**src/rtl/serial_sub_pkg.sv**
```systemverilog
// Shared types and sizing helpers for the serial borrow subtractor.
package serial_sub_pkg;

  // Controller states: waiting for operands, iterating slices, holding a result
  typedef enum logic [1:0] {
    IDLE = 2'd0,
    RUN  = 2'd1,
    DONE = 2'd2
  } state_t;

  // Number of slices the operand is split into
  function automatic int calc_numslices(input int numbits, input int slicebits);
    return numbits / slicebits;
  endfunction

  // Slice counter width; a single-slice build still needs a one-bit counter
  function automatic int calc_ctrwidth(input int numslices);
    return (numslices <= 1) ? 1 : $clog2(numslices);
  endfunction

endpackage

```
**src/rtl/slice_subtractor.sv**
```systemverilog
// Combinational borrow-ripple subtractor for one slice: diff = a - b - bin.
module slice_subtractor #(
  parameter int SLICEBITS = 4
) (
  input  logic [SLICEBITS-1:0] a,
  input  logic [SLICEBITS-1:0] b,
  input  logic                 bin,
  output logic [SLICEBITS-1:0] diff,
  output logic                 bout
);

  logic borrow;

  // Ripple the borrow from bit 0 upward, one full-subtractor per bit
  always_comb begin
    diff   = '0;
    borrow = bin;
    for (int i = 0; i < SLICEBITS; i++) begin
      diff[i] = a[i] ^ b[i] ^ borrow;
      borrow  = (~a[i] & b[i]) | (~(a[i] ^ b[i]) & borrow);
    end
    bout = borrow;
  end

endmodule

```
**src/rtl/serial_borrow_subtractor.sv**
```systemverilog
// Iterative subtractor: result = A - B - borrowin, SLICEBITS per clock,
// least-significant slice first, with valid/ready on both sides.
module serial_borrow_subtractor
  import serial_sub_pkg::*;
#(
  parameter int NUMBITS   = 16,
  parameter int SLICEBITS = 4
) (
  input  logic               clk,
  input  logic               rst,
  input  logic               in_valid,
  output logic               in_ready,
  input  logic [NUMBITS-1:0] A,
  input  logic [NUMBITS-1:0] B,
  input  logic               borrowin,
  output logic               out_valid,
  input  logic               out_ready,
  output logic [NUMBITS-1:0] result,
  output logic               borrowout,
  output logic               overflow
);

  // NUMBITS is expected to be a whole multiple of SLICEBITS
  localparam int NUMSLICES = calc_numslices(NUMBITS, SLICEBITS);
  localparam int CW        = calc_ctrwidth(NUMSLICES);
  localparam logic [CW-1:0] LASTSLICE = CW'(NUMSLICES - 1);

  state_t               state;
  logic [NUMBITS-1:0]   a_reg;
  logic [NUMBITS-1:0]   b_reg;
  logic [NUMBITS-1:0]   acc;
  logic [NUMBITS-1:0]   next_acc;
  logic [CW-1:0]        ctr;
  logic                 brw;
  logic [SLICEBITS-1:0] a_sl;
  logic [SLICEBITS-1:0] b_sl;
  logic [SLICEBITS-1:0] d_sl;
  logic                 bout_sl;
  logic                 last_slice;
  logic                 next_ovf;

  // Pick the operand slices addressed by the slice counter
  always_comb begin
    a_sl = '0;
    b_sl = '0;
    for (int k = 0; k < NUMSLICES; k++) begin
      if (ctr == CW'(k)) begin
        a_sl = a_reg[k*SLICEBITS +: SLICEBITS];
        b_sl = b_reg[k*SLICEBITS +: SLICEBITS];
      end
    end
  end

  // One shared slice datapath, reused every RUN cycle
  slice_subtractor #(
    .SLICEBITS(SLICEBITS)
  ) u_slice (
    .a    (a_sl),
    .b    (b_sl),
    .bin  (brw),
    .diff (d_sl),
    .bout (bout_sl)
  );

  // Accumulator with the current slice difference merged in, plus end-of-run flags
  always_comb begin
    next_acc = acc;
    for (int k = 0; k < NUMSLICES; k++) begin
      if (ctr == CW'(k)) begin
        next_acc[k*SLICEBITS +: SLICEBITS] = d_sl;
      end
    end
    last_slice = (ctr == LASTSLICE);
    next_ovf   = (a_reg[NUMBITS-1] != b_reg[NUMBITS-1]) &&
                 (next_acc[NUMBITS-1] != a_reg[NUMBITS-1]);
  end

  // Control FSM with registered handshake and result outputs
  always_ff @(posedge clk or posedge rst) begin
    if (rst) begin
      state     <= IDLE;
      in_ready  <= 1'b1;
      out_valid <= 1'b0;
      result    <= '0;
      borrowout <= 1'b0;
      overflow  <= 1'b0;
      a_reg     <= '0;
      b_reg     <= '0;
      acc       <= '0;
      ctr       <= '0;
      brw       <= 1'b0;
    end else begin
      case (state)
        IDLE: begin
          if (in_valid) begin
            a_reg    <= A;
            b_reg    <= B;
            brw      <= borrowin;
            ctr      <= '0;
            acc      <= '0;
            in_ready <= 1'b0;
            state    <= RUN;
          end
        end
        RUN: begin
          acc <= next_acc;
          brw <= bout_sl;
          ctr <= ctr + 1'b1;
          if (last_slice) begin
            state     <= DONE;
            out_valid <= 1'b1;
            result    <= next_acc;
            borrowout <= bout_sl;
            overflow  <= next_ovf;
          end
        end
        DONE: begin
          if (out_ready) begin
            state     <= IDLE;
            out_valid <= 1'b0;
            in_ready  <= 1'b1;
          end
        end
        default: begin
          state     <= IDLE;
          in_ready  <= 1'b1;
          out_valid <= 1'b0;
        end
      endcase
    end
  end

endmodule

```
**config.mk**
```make
export PLATFORM = sky130hd
export DESIGN_NAME = serial_borrow_subtractor
export DESIGN_NICKNAME = d
export VERILOG_FILES = /design/src/rtl/serial_sub_pkg.sv /design/src/rtl/slice_subtractor.sv /design/src/rtl/serial_borrow_subtractor.sv
export SDC_FILE = /design/constraint.sdc
export NUM_CORES = 1
export LEC_CHECK = 0
export BUFFER_PORTS_ARGS = -buffer_cell sky130_fd_sc_hd__buf_2
export CELL_PAD_IN_SITES_DETAIL_PLACEMENT = 1
export CELL_PAD_IN_SITES_GLOBAL_PLACEMENT = 1
export CORE_MARGIN = 3
export CORE_UTILIZATION = 44
export DETAILED_ROUTE_END_ITERATION = 12
export PLACE_DENSITY_LB_ADDON = 0.1
export SETUP_SLACK_MARGIN = 0.4
export SLEW_MARGIN = 5
export SYNTH_ARGS = -nofsm -noshare
export SYNTH_HDL_FRONTEND = slang
export SYNTH_HIERARCHICAL = 1
export SYNTH_SLANG_ARGS = --single-unit
```
**constraint.sdc**
```tcl
create_clock -name clk -period 4.2 [get_ports clk]
set_clock_uncertainty 0.1 [all_clocks]
set_input_delay 0.21 -clock clk [delete_from_list [all_inputs] [get_ports clk]]
set_output_delay 0.21 -clock clk [all_outputs]
set_load 0.005 [all_outputs]
```
After elaboration in Yosys (flattened, before gate mapping)
Cells that the tools add are included.

Reduce and logical (&&, ||, !) cells: 10. Equality and inequality tests: 10. Add/sub/neg operators: 1. Multiplexer cells: 28. Bitwise gates (word level): 30.

Operators by type and width (number): $mux W4 (12); $pmux W16 S2 (1); $mux W16 (1); $not A1 Y1 (10); $reduce_and A3 Y1 (3); $and A1 B1 Y1 (8); $mux W2 (4); $xor A1 B1 Y1 (8); $eq A2 B2 Y1 const B (3); $ne A2 B2 Y1 const B (3); $pmux W1 S3 (2); $pmux W2 S3 (1); $reduce_and A2 Y1 (3); $mux W1 (5); $eq A2 B1 Y1 const B (2); $logic_not A2 Y1 (2); $or A1 B1 Y1 (4); $pmux W2 S2 (1); $add A2 B1 Y2 const B (1); $ne A1 B1 Y1 (2); $pmux W1 S2 (1); $reduce_bool A2 Y1 (1); $logic_and A1 B1 Y1 (1).

Bits of input ports: 37. Register bits after elaboration: 73. Output and inout bits: 20. Logic and storage cells: 90.

Longest topological paths before layout
Gate-level depths: netlist (run 1).

Depth after elaboration: 17. Gate-level depth with buffers: 18. Gate-level depth less buffers: 15.

Modules after synthesis
The synthesis (run 1) kept the hierarchy.

Modules (own cells, without submodules): serial_borrow_subtractor (sequential area each 1727.9 um2, times used 1, cells an instance 273, area each 3240.6 um2); slice_subtractor (sequential area each 0.0 um2, times used 1, cells an instance 14, area each 117.6 um2).

Worst setup path before layout (run 1)
No wires, ideal clock.

Kind: register to register. Start point: register ctr[1]. End point: register overflow. Stages on the path, launching flop included: 17. Setup slack: 0.562 ns. Path buffers: 3. Clock period less this slack: 3.638 ns. Library setup time: 0.135 ns. Required time: 3.965 ns. Arrival time: 3.404 ns. Cells stage by stage: dfrtp_1 inv_1 ha_1 clkbuf_1 buf_2 a221oi_1 o31ai_1 fa_1 inv_1 fa_1 fa_1 inv_1 fa_1 clkbuf_1 nor2b_1 a21oi_1 o21ai_0.

Word-level cells in the longest chain between the ends: 17. Elaborated cells between the ends (all ways): 36. Those cells by class: 4 x eq/ne; 9 x mux; 20 x bitwise; 3 x reduce/logical.

RTL lines: start, declared (RTL line serial_borrow_subtractor.sv:33) `logic [CW-1:0] ctr;`; start signal, assigned (RTL line serial_borrow_subtractor.sv:108) `ctr <= ctr + 1'b1;`; $logic_not A2 Y1 (RTL line serial_borrow_subtractor.sv:47) `if (ctr == CW'(k)) begin`; $mux W4 (3 in a row) (RTL line serial_borrow_subtractor.sv:47); $mux W4 * (RTL line serial_borrow_subtractor.sv:47); via a_sl[0] (RTL line serial_borrow_subtractor.sv:35) `logic [SLICEBITS-1:0] a_sl;`; $xor A1 B1 Y1 (RTL line slice_subtractor.sv:20) `borrow = (~a[i] & b[i]) | (~(a[i] ^ b[i]) & borrow);`; $not A1 Y1 (RTL line slice_subtractor.sv:20); $and A1 B1 Y1 (RTL line slice_subtractor.sv:20); $or A1 B1 Y1 * (RTL line slice_subtractor.sv:20); $and A1 B1 Y1 * (RTL line slice_subtractor.sv:20); $or A1 B1 Y1 * (RTL line slice_subtractor.sv:20); $and A1 B1 Y1 * (RTL line slice_subtractor.sv:20); $or A1 B1 Y1 * (RTL line slice_subtractor.sv:20); $xor A1 B1 Y1 * (RTL line slice_subtractor.sv:19) `diff[i] = a[i] ^ b[i] ^ borrow;`; via d_sl[3] (RTL line serial_borrow_subtractor.sv:37) `logic [SLICEBITS-1:0] d_sl;`; $mux W4 * (RTL line serial_borrow_subtractor.sv:69) `if (ctr == CW'(k)) begin`; $ne A1 B1 Y1 * (RTL line serial_borrow_subtractor.sv:75) `(next_acc[NUMBITS-1] != a_reg[NUMBITS-1]);`; $logic_and A1 B1 Y1 * (RTL line serial_borrow_subtractor.sv:74) `next_ovf = (a_reg[NUMBITS-1] != b_reg[NUMBITS-1]) &&`; end signal, assigned (RTL line serial_borrow_subtractor.sv:114) `overflow <= next_ovf;`; end, declared (RTL line serial_borrow_subtractor.sv:20) `output logic overflow`.

Mark *: on every way through the listed nets, which the timed path passes. The rest lies on a longest branch. A chain may end at the register's enable or synchronous reset.

Worst setup path in the final report (run 1)
Start point: register ctr[0]. End point: register result[11].

Word-level cells in the longest chain between the ends: 15. Elaborated cells between the ends (all ways): 34. Those cells by class: 3 x eq/ne; 9 x mux; 20 x bitwise; 2 x reduce/logical.

RTL lines: $logic_not A2 Y1 (RTL line serial_borrow_subtractor.sv:47); $mux W4 (3 in a row) (RTL line serial_borrow_subtractor.sv:47); $mux W4 * (RTL line serial_borrow_subtractor.sv:47); via b_sl[0] (RTL line serial_borrow_subtractor.sv:36) `logic [SLICEBITS-1:0] b_sl;`; $xor A1 B1 Y1 (RTL line slice_subtractor.sv:20); $not A1 Y1 (RTL line slice_subtractor.sv:20); $and A1 B1 Y1 (RTL line slice_subtractor.sv:20); $or A1 B1 Y1 * (RTL line slice_subtractor.sv:20); $and A1 B1 Y1 * (RTL line slice_subtractor.sv:20); $or A1 B1 Y1 * (RTL line slice_subtractor.sv:20); $and A1 B1 Y1 * (RTL line slice_subtractor.sv:20); $or A1 B1 Y1 * (RTL line slice_subtractor.sv:20); $xor A1 B1 Y1 * (RTL line slice_subtractor.sv:19); via d_sl[3] (RTL line serial_borrow_subtractor.sv:37); $mux W4 * (RTL line serial_borrow_subtractor.sv:69); end signal, assigned (RTL line serial_borrow_subtractor.sv:112) `result <= next_acc;`; end, declared (RTL line serial_borrow_subtractor.sv:18) `output logic [NUMBITS-1:0] result,`.

Marks and branches as above.

==> results of run 1 <==
==> layout make-up <==
type                            count  area share, %
Sequential cell                    69          41.26
Multi-Input combinational cell    180          34.81
Timing Repair Buffer               95          15.30
Clock buffer                       12          3.227
Tap cell                           99          2.958
Inverter                           14          1.255
Clock inverter                      4          1.195
==> final timing paths <==
path | endpoint | depth (start not counted)
setup / recovery | result[11]$_DFFE_PP0P_ | 15
hold reg to reg | result[0]$_DFFE_PP0P_ | 2
hold / removal | b_reg[8]$_DFFE_PP0P_ | 2
max in group asynchronous | acc[0]$_DFFE_PP0P_ | 4
min in group asynchronous | b_reg[5]$_DFFE_PP0P_ | 3
setup reg to reg | result[11]$_DFFE_PP0P_ | 15
==> per-layer routing <==
layer	track usage (%)	vias up	share of wire [%]	routed length [um]
li1	-	1157	-	-
met5	0	-	0	0
met4	4.762	0	0.89	70
met3	5.390	8	4.2	331
met2	29.90	48	47	3671
met1	26.45	1240	48	3771
==> cells in the final DEF, fill, tap and decap left out, types with 9 or more instances in the layout <==
master         count
dfrtp_1           68
buf_2             56
mux2_2            35
dlygate4sd3_1     27
nor2b_1           26
nand2_1           22
o21ai_0           16
a21oi_1           15
a22o_1            13
inv_1             12
a21o_1            12
buf_4             12
clkbuf_8           9
==> power by group <==
part,switching (W),internal [W]
registers,0.000225,0.000983
logic,0.00114,0.00103
clock network,0.000250,0.000274
total,0.00162,0.00229
==> cell families after synthesis <==
family / after synthesis
AND/OR/NAND/NOR: 58
buffers and inverters: 38
AO/OA/AOI/OAI: 75
adder cells (fa/ha/maj): 8
flip-flops: 69
multiplexers: 39
==> what timing repair did <==
item                                    4_1_cts  5_1_grt
buffers inserted                              0        4
gates resized for setup                       3       11
hold buffers                                 24        3
pin swaps                                     0        2
endpoints found under the setup margin        8        8
gates cloned                                  0        0
hold endpoints to repair                     56        3
==> per-stage QoR <==
stage,hold WS [ns],worst slack [ns],std cells
CTS,0.0003332,0.4131,466
global placement,0.2798,0.4314,426
finish,0.01057,0.5744,473
detailed placement,0.2884,0.2219,426
global route,-0.0005217,0.3729,473
floorplan,0.2173,0.5618,287
==> run_results.csv, run 1 <==
group,metric,value,unit
run_status,status,"complete, no violations",
drt,wl_per_cell,16.58,um
setup_path,cp_slowest_stage_delay,0.51,ns
drt,wl,7.844,mm
setup_path,cp-end-kind,"register",
sta,finalCriticalPeriod,3.626,ns
global_routing,grt_pass1_vias,2527,
drt,viasPerCell,5.186,
synthesis,synth_area_leaders,"dfrtp_1 (51%), mux2_2 (12%), nor2b_1 (5.0%)",
floorplanning,row_count,31,
sta,tightest_slew,0.9267,ns
synthesis,yosysWarnings,6,
synthesis,syn-cell-area,3358,sq um
layout,utilization,57.13,%
layout,n_antenna_cell,0,
clock_tree,cts.sinks,69,
setup_path,path_buf_inv,6,
placed_design,io_buffers,56,
power_and_ir_drop,vdd_drop_max,0.4630,mV
setup_path,arrival,3.74,ns
clock_tree,cts_tree,"built",
setup_path,cp_top_family,"adder cells",
layout,design_area,4188,sq um
sta,fin_crit_sh,86.32,%
placed_design,postPlaceCellArea,3656,sq um
drt,drt_drc_violations_left,0,
synthesis,ys_ff_latch,69,
layout,nFillCells,783,
clock_tree,path_clk_slew,0.07,ns
power_and_ir_drop,totalPowerFinal,0.003909,W
global_routing,antenna_found_initial,0,
floorplanning,die_h,93.37,um
min_path,min_from,"B[8]",
synthesis,synth_common_cells,"dfrtp_1 (68), mux2_2 (35), nor2b_1 (27), nand2_1 (22), o21ai_0 (16)",
setup_path,reg2reg_slack,0.57,ns
floorplanning,start_util,45.81,%
placed_design,dpl.hpwl,5.248,mm
sta,finalSetupViolations,0,
clock_tree,cts_buffer_depth,2,
drt,drt_iter0_drc,50,
sta,fmax,275.8,MHz
global_routing,track_usage,19.17,%
floorplanning,io_pins,57,
global_routing,overflow,0,
synthesis,ys_types,29,
synthesis,synth-main-ff-cell,"dfrtp_1",
min_path,hold_class,"primary input to register",
placed_design,gp_congestion,0.7788,
clock_tree,cts_root_buf,"clkbuf_8",
synthesis,seq_area_frac_synth,51.45,%
layout,multiInputGateArea,1458,sq um
global_routing,grt_pass1_wl,12.79,mm
clock_tree,cts_buffers,9,
synthesis,synth_top_family_by_area,"compound AO/OA/AOI/OAI gates",
synthesis,syn_inst,287,
drt,ant_nets,0,
synthesis,synthSimpleGateAreaFrac,9.389,%
sta,tns,0,ns
clock_tree,htreeDepth,3,
setup_path,critPathSlowestCell,"fa_2",
synthesis,synth_area_leader_cell,"dfrtp_1",
sta,slew_headroom,38.09,%
sta,grt_setup_unrepaired,"no",
sta,finalHoldViolations,0,
floorplanning,die_w,93.37,um
synthesis,syn_area_per_cell,11.70,sq um
run,max_cap_viol_count,0,
power_and_ir_drop,p_leak,1.996,nW
synthesis,synth_top_area_share,50.67,%
floorplanning,dieArea,8717,sq um
layout,area_growth_syn_to_layout,24.70,%
drt,dr.pass1.iters,4,
setup_path,worstPathRequired,4.32,ns
clock_tree,clk_latency,0.34,ns
floorplanning,coreArea,7331,sq um
layout,seq_area,1728,sq um
layout,drive_gt1_share,35.83,%
setup_path,cp-start-kind,"register",
setup_path,startpoint,"ctr[0]$_DFFE_PP0P_",
synthesis,syn-num-nets,332,
synthesis,synth_edf_count,0,
drt,num_vias,2453,
synthesis,synth-async-reset-ratio,100.0,%
sta,drv_slew,0,
power_and_ir_drop,p_per_area,933.3,nW/um^2
global_routing,grt_max_degree,36,
layout,nets,414,
synthesis,yosysMostFrequentCell,"dfrtp_1",
setup_path,cp_max_fo,8,
setup_path,critical_path.cell_chain,"buf_4, ha_2, buf_4, a221oi_2, o31ai_1, inv_1, fa_1, inv_1, fa_1, fa_1, inv_1, fa_2, buf_4, a21oi_1, o21ai_0",
synthesis,synthXorXnorAreaFrac,0,%
setup_path,worstReg2RegStart,"ctr[0]$_DFFE_PP0P_",
synthesis,synth_mux_area_share,13.38,%
setup_path,crit_type,"register to register",
synthesis,synthAdderAreaFrac,3.875,%
synthesis,synth-compound-area-share,15.39,%
Power figures use the tool's default switching activity.
==> inputs of run 2 (changes only) <==
--- a/config.mk
+++ b/config.mk
@@ -8,6 +8,7 @@
 export BUFFER_PORTS_ARGS = -buffer_cell sky130_fd_sc_hd__buf_2
 export CELL_PAD_IN_SITES_DETAIL_PLACEMENT = 1
 export CELL_PAD_IN_SITES_GLOBAL_PLACEMENT = 1
+export CORE_ASPECT_RATIO = 1.25
 export CORE_MARGIN = 3
 export CORE_UTILIZATION = 44
 export DETAILED_ROUTE_END_ITERATION = 12
==> run_results.csv, run 2 (synthesis gave the netlist of run 1 again) <==
group,metric,value,unit
sta,finalSetupViolations,0,
power_and_ir_drop,comb_power_share,55.2,%
floorplanning,die_h,103.7,um
power_and_ir_drop,vdd_drop_max,0.4522,mV
global_routing,grt.met2_usage,32.05,%
global_routing,overflow,0,
floorplanning,coreArea,7401,sq um
global_routing,grt_pass1_wl,12.97,mm
sta,drv_slew,0,
setup_path,cp_top_family,"adder cells",
power_and_ir_drop,p_int,0.002335,W
layout,stdcell_count,469,
clock_tree,cts_tree,"built",
global_routing,grt_max_degree,48,
global_routing,track_usage,18.80,%
setup_path,startpoint,"ctr[0]$_DFFE_PP0P_",
global_routing,antenna_found_initial,0,
setup_path,ff2ff_path_depth,16,
global_routing,met3_usage,4.057,%
placed_design,dp_cells,417,
layout,layout_commonest_cell,"dfrtp_1",
power_and_ir_drop,switching_share,40.89,%
layout,multiInputGateArea,1470,sq um
layout,area_growth_syn_to_layout,26.45,%
power_and_ir_drop,switchingPower,0.001615,W
setup_path,cp-end-kind,"register",
layout,design_area,4247,sq um
floorplanning,dieArea,8723,sq um
placed_design,postPlaceCellArea,3632,sq um
drt,wl,8.064,mm
drt,ant_nets,0,
sta,grt_setup_unrepaired,"no",
setup_path,arrival,3.76,ns
drt,drt_drc_violations_left,0,
power_and_ir_drop,power_frac_clock,14.0,%
power_and_ir_drop,p_leak,2.019,nW
clock_tree,cts_root_buf,"clkbuf_8",
floorplanning,row_count,35,
clock_tree,htreeDepth,3,
setup_path,path_buf_inv,6,
clock_tree,clk_latency,0.35,ns
global_routing,grt_pass1_vias,2571,
setup_path,cp_common_cell,"inv_1",
setup_path,worstReg2RegStart,"ctr[0]$_DFFE_PP0P_",
layout,final_cell_mix,"dfrtp_1 (67), buf_2 (57), mux2_2 (35)",
clock_tree,cts_buffer_depth,2,
sta,slew_headroom,33.02,%
run,max_cap_viol_count,0,
layout,seq_area,1729,sq um
clock_tree,cts_buffers,9,
sta,tns,0,ns
clock_tree,cts.sinks,69,
drt,viasPerCell,5.192,
placed_design,gp_congestion,0.8525,
setup_path,critical_path.cell_chain,"inv_1, ha_4, nor2b_2, buf_4, a221oi_2, o31ai_1, inv_1, fa_1, inv_1, fa_2, fa_1, inv_1, fa_2, buf_2, a21o_1, a22o_1",
run_status,status,"complete, no violations",
sta,finalCriticalPeriod,3.617,ns
drt,wl_per_cell,17.19,um
power_and_ir_drop,p_per_area,930.1,nW/um^2
global_routing,grt.busiest_layer,"met2",
setup_path,reg2reg_slack,0.58,ns
placed_design,dpl.hpwl,5.265,mm
layout,nFillCells,803,
sta,tightest_slew,1.003,ns
drt,dr.pass1.iters,4,
floorplanning,start_util,45.38,%
power_and_ir_drop,pwr-share-seq,30.8,%
layout,drive_gt1_share,36.07,%
min_path,hold_class,"primary input to asynchronous set/reset pin",
placed_design,io_buffers,56,
setup_path,cp-start-kind,"register",
sta,fin_crit_sh,86.11,%
setup_path,cp_slowest_stage_delay,0.47,ns
clock_tree,path_clk_slew,0.07,ns
setup_path,cp_max_fo,4,
sta,finalHoldViolations,0,
setup_path,r2r_end,"acc[7]$_DFFE_PP0P_",
layout,nets,418,
drt,num_vias,2435,
setup_path,critPathSlowestCell,"fa_2",
drt,drt_iter0_drc,94,
floorplanning,io_pins,57,
setup_path,crit_type,"register to register",
layout,n_antenna_cell,0,
global_routing,grt_use_met1,22.95,%
sta,fmax,276.5,MHz
setup_path,worstPathRequired,4.34,ns
floorplanning,die_w,84.14,um
run 2: area by class of cell:
class                   count  share of cell area [%]
clock buffers              12                   3.654
clock inverters             3                   1.061
inverters                  14                   1.237
multi-input cells         180                   34.62
flip-flops and latches     69                   40.72
well taps                  92                   2.711
repair buffers             99                   16.00
run 2: power by group through the flow:
stage	Combinational, W	Sequential, W	Clock, W
after global placement	0.00193	0.00121	0
after detailed placement	0.00199	0.00123	0
final	0.00218	0.00122	0.000554
after floorplan	0.00156	0.00113	0
after global routing	0.00246	0.00126	0.000596
after CTS	0.00206	0.00121	0.000568
run 2: routing by layer:
layer | up-vias | share of wire (%)
li1 | 1164 | -
met1 | 1204 | 43
met2 | 50 | 51
met3 | 17 | 3.3
met4 | 0 | 2.6
met5 | - | 0
run 2: stage by stage:
stage / utilization (%) / power, W / worst slack, ns / hold WS [ns]
floorplan: - / 0.002693 / 0.5618 / 0.2173
global placement: 49.08 / 0.003144 / 0.4381 / 0.3410
detailed placement: 49.08 / 0.003222 / 0.3226 / 0.3450
CTS: 55.98 / 0.003841 / 0.4102 / 0.0007646
global route: 57.38 / 0.004323 / 0.3946 / 0.007902
finish: 57.38 / 0.003950 / 0.5834 / 0.00006983
run 2: worst max-delay path by stage:
stage,to,slack (ns),cells after the start
floorplan,overflow$_DFFE_PP0P_,0.56,16
global placement,overflow$_DFFE_PP0P_,0.44,14
detailed placement,overflow$_DFFE_PP0P_,0.32,14
CTS,overflow$_DFFE_PP0P_,0.41,16
global route,acc[7]$_DFFE_PP0P_,0.39,16
finish,acc[7]$_DFFE_PP0P_,0.58,16
run 2: timing repair:
action                                  CTS  global route
hold endpoints to repair                 29             1
endpoints found under the setup margin    7             8
setup buffers                             2             5
hold buffers                             29             1
resized for setup                         2            14
pin swaps                                 0             3
cloned                                    0             0
==> inputs of run 3 (changes only) <==
--- a/config.mk
+++ b/config.mk
@@ -6,7 +6,7 @@
 export NUM_CORES = 1
 export LEC_CHECK = 0
 export BUFFER_PORTS_ARGS = -buffer_cell sky130_fd_sc_hd__buf_2
-export CELL_PAD_IN_SITES_DETAIL_PLACEMENT = 1
+export CELL_PAD_IN_SITES_DETAIL_PLACEMENT = 0
 export CELL_PAD_IN_SITES_GLOBAL_PLACEMENT = 1
 export CORE_ASPECT_RATIO = 1.25
 export CORE_MARGIN = 3
==> run_results.csv, run 3 (synthesis gave the netlist of run 1 again) <==
group,metric,value,unit
sta,finalSetupViolations,0,
placed_design,dpl_worst_slack,0.3288,ns
setup_path,ff2ff_path_depth,12,
power_and_ir_drop,switching_share,40.30,%
setup_path,cp-end-kind,"register",
sta,slew_headroom,32.71,%
global_routing,grt_pass1_vias,2356,
layout,nFillCells,633,
setup_path,cp_max_fo,16,
drt,drt_iter0_drc,133,
power_and_ir_drop,switchingPower,0.001558,W
layout,multiInputGateArea,1453,sq um
clock_tree,clk_latency,0.34,ns
setup_path,r2r_end,"result[15]$_DFFE_PP0P_",
power_and_ir_drop,p_per_area,917.3,nW/um^2
min_path,hold_class,"primary input to asynchronous set/reset pin",
global_routing,grt_pass1_wl,11.70,mm
layout,seq_area,1728,sq um
layout,drive_gt1_share,35.03,%
power_and_ir_drop,p_int,0.002308,W
global_routing,grt.met2_usage,27.54,%
layout,area_growth_syn_to_layout,25.48,%
drt,dr.pass1.iters,4,
clock_tree,path_clk_slew,0.08,ns
run,max_cap_viol_count,0,
power_and_ir_drop,pwr-share-seq,31.3,%
placed_design,postPlaceCellArea,3632,sq um
drt,ant_nets,0,
sta,grt_setup_unrepaired,"no",
sta,drv_slew,0,
global_routing,grt_use_met1,22.05,%
sta,fmax,279.8,MHz
setup_path,arrival,3.69,ns
setup_path,worstPathRequired,4.32,ns
sta,finalHoldViolations,0,
floorplanning,start_util,45.38,%
placed_design,gp_congestion,0.8525,
drt,viasPerCell,5.122,
global_routing,grt_max_degree,48,
drt,wl_per_cell,15.43,um
global_routing,overflow,0,
power_and_ir_drop,power_frac_clock,14.7,%
layout,layout_commonest_cell,"dfrtp_1",
sta,finalWorstSetupSlack,0.6262,ns
layout,final_cell_mix,"dfrtp_1 (68), buf_2 (56), mux2_2 (35)",
sta,tightest_slew,1.008,ns
layout,nets,414,
clock_tree,cts_buffer_depth,2,
floorplanning,dieArea,8723,sq um
floorplanning,die_h,103.7,um
global_routing,antenna_found_initial,0,
power_and_ir_drop,vdd_drop_max,0.4365,mV
sta,fin_crit_sh,85.09,%
clock_tree,cts_buffers,9,
layout,design_area,4214,sq um
sta,finalCriticalPeriod,3.574,ns
global_routing,grt.busiest_layer,"met2",
setup_path,worstReg2RegStart,"ctr[0]$_DFFE_PP0P_",
setup_path,cp-start-kind,"register",
sta,tns,0,ns
floorplanning,row_count,35,
floorplanning,die_w,84.14,um
clock_tree,cts.sinks,69,
floorplanning,io_pins,57,
placed_design,io_buffers,56,
drt,drt_drc_violations_left,0,
clock_tree,cts_root_buf,"clkbuf_8",
power_and_ir_drop,p_leak,2.008,nW
power_and_ir_drop,comb_power_share,54.0,%
drt,wl,7.189,mm
run_status,status,"complete, no violations",
layout,n_antenna_cell,0,
setup_path,reg2reg_slack,0.63,ns
clock_tree,htreeDepth,3,
global_routing,track_usage,17.13,%
global_routing,met3_usage,4.057,%
clock_tree,cts_tree,"built",
drt,num_vias,2387,
setup_path,crit_type,"register to register",
placed_design,dpl.hpwl,4.853,mm
floorplanning,coreArea,7401,sq um
==> run 3: metrics by stage <==
stage / util [%] / std cells / power, W / hold WS (ns)
finish: 56.94 / 466 / 0.003866 / 0.01001
CTS: 55.89 / 462 / 0.003783 / 0.0008567
detailed placement: 49.08 / 417 / 0.003185 / 0.3450
global placement: 49.08 / 417 / 0.003144 / 0.3410
floorplan: - / 287 / 0.002693 / 0.2173
global route: 56.94 / 466 / 0.004225 / 0.005823
==> run 3: worst max-delay path, cell delays in order, from the launching register on <==
cell      delay (ns)
dfrtp_1         0.43
inv_2           0.11
ha_1            0.35
buf_4           0.28
a221oi_1        0.07
o31ai_1         0.24
inv_1           0.11
fa_2            0.39
fa_1            0.37
inv_1           0.09
fa_2            0.49
buf_4           0.18
mux2_2          0.25
==> run 3: area by class of cell <==
cell class	instances	area share, %
Multi-Input combinational cell	180	34.47
Tap cell	92	2.732
Sequential cell	69	41.00
Inverter	14	1.247
Timing Repair Buffer	95	15.53
Clock inverter	3	1.010
Clock buffer	13	4.008
==> run 3: worst max path at each step <==
| stage | start | to | depth (start not counted) |
|---|---|---|---|
| 2_1_floorplan | ctr[1]$_DFFE_PP0P_ | overflow$_DFFE_PP0P_ | 16 |
| 3_3_place_gp | ctr[0]$_DFFE_PP0P_ | overflow$_DFFE_PP0P_ | 14 |
| 3_5_place_dp | ctr[0]$_DFFE_PP0P_ | overflow$_DFFE_PP0P_ | 14 |
| 4_1_cts | ctr[0]$_DFFE_PP0P_ | overflow$_DFFE_PP0P_ | 14 |
| 5_1_grt | ctr[0]$_DFFE_PP0P_ | result[7]$_DFFE_PP0P_ | 16 |
| 6_report | ctr[0]$_DFFE_PP0P_ | result[15]$_DFFE_PP0P_ | 12 |
==> run 3: timing repair <==
item | CTS | global route
hold endpoints to repair | 29 | 2
gates resized for setup | 1 | 13
pin swaps | 0 | 2
endpoints found under the setup margin | 6 | 8
buffers inserted | 0 | 2
hold buffers | 29 | 2
==> run 3: power by group through the flow <==
stage / clock network [W] / registers, W / logic, W
3_3_place_gp: 0 / 0.00121 / 0.00193
5_1_grt: 0.000621 / 0.00125 / 0.00235
2_1_floorplan: 0 / 0.00113 / 0.00156
4_1_cts: 0.000586 / 0.00121 / 0.00198
6_report: 0.000568 / 0.00121 / 0.00209
3_5_place_dp: 0 / 0.00123 / 0.00196
==> run 3: routing by layer <==
metal / vias to the layer above / routed length, um
met2: 50 / 3598
met3: 9 / 228
li1: 1163 / -
met4: 0 / 144
met5: - / 0
met1: 1165 / 3218
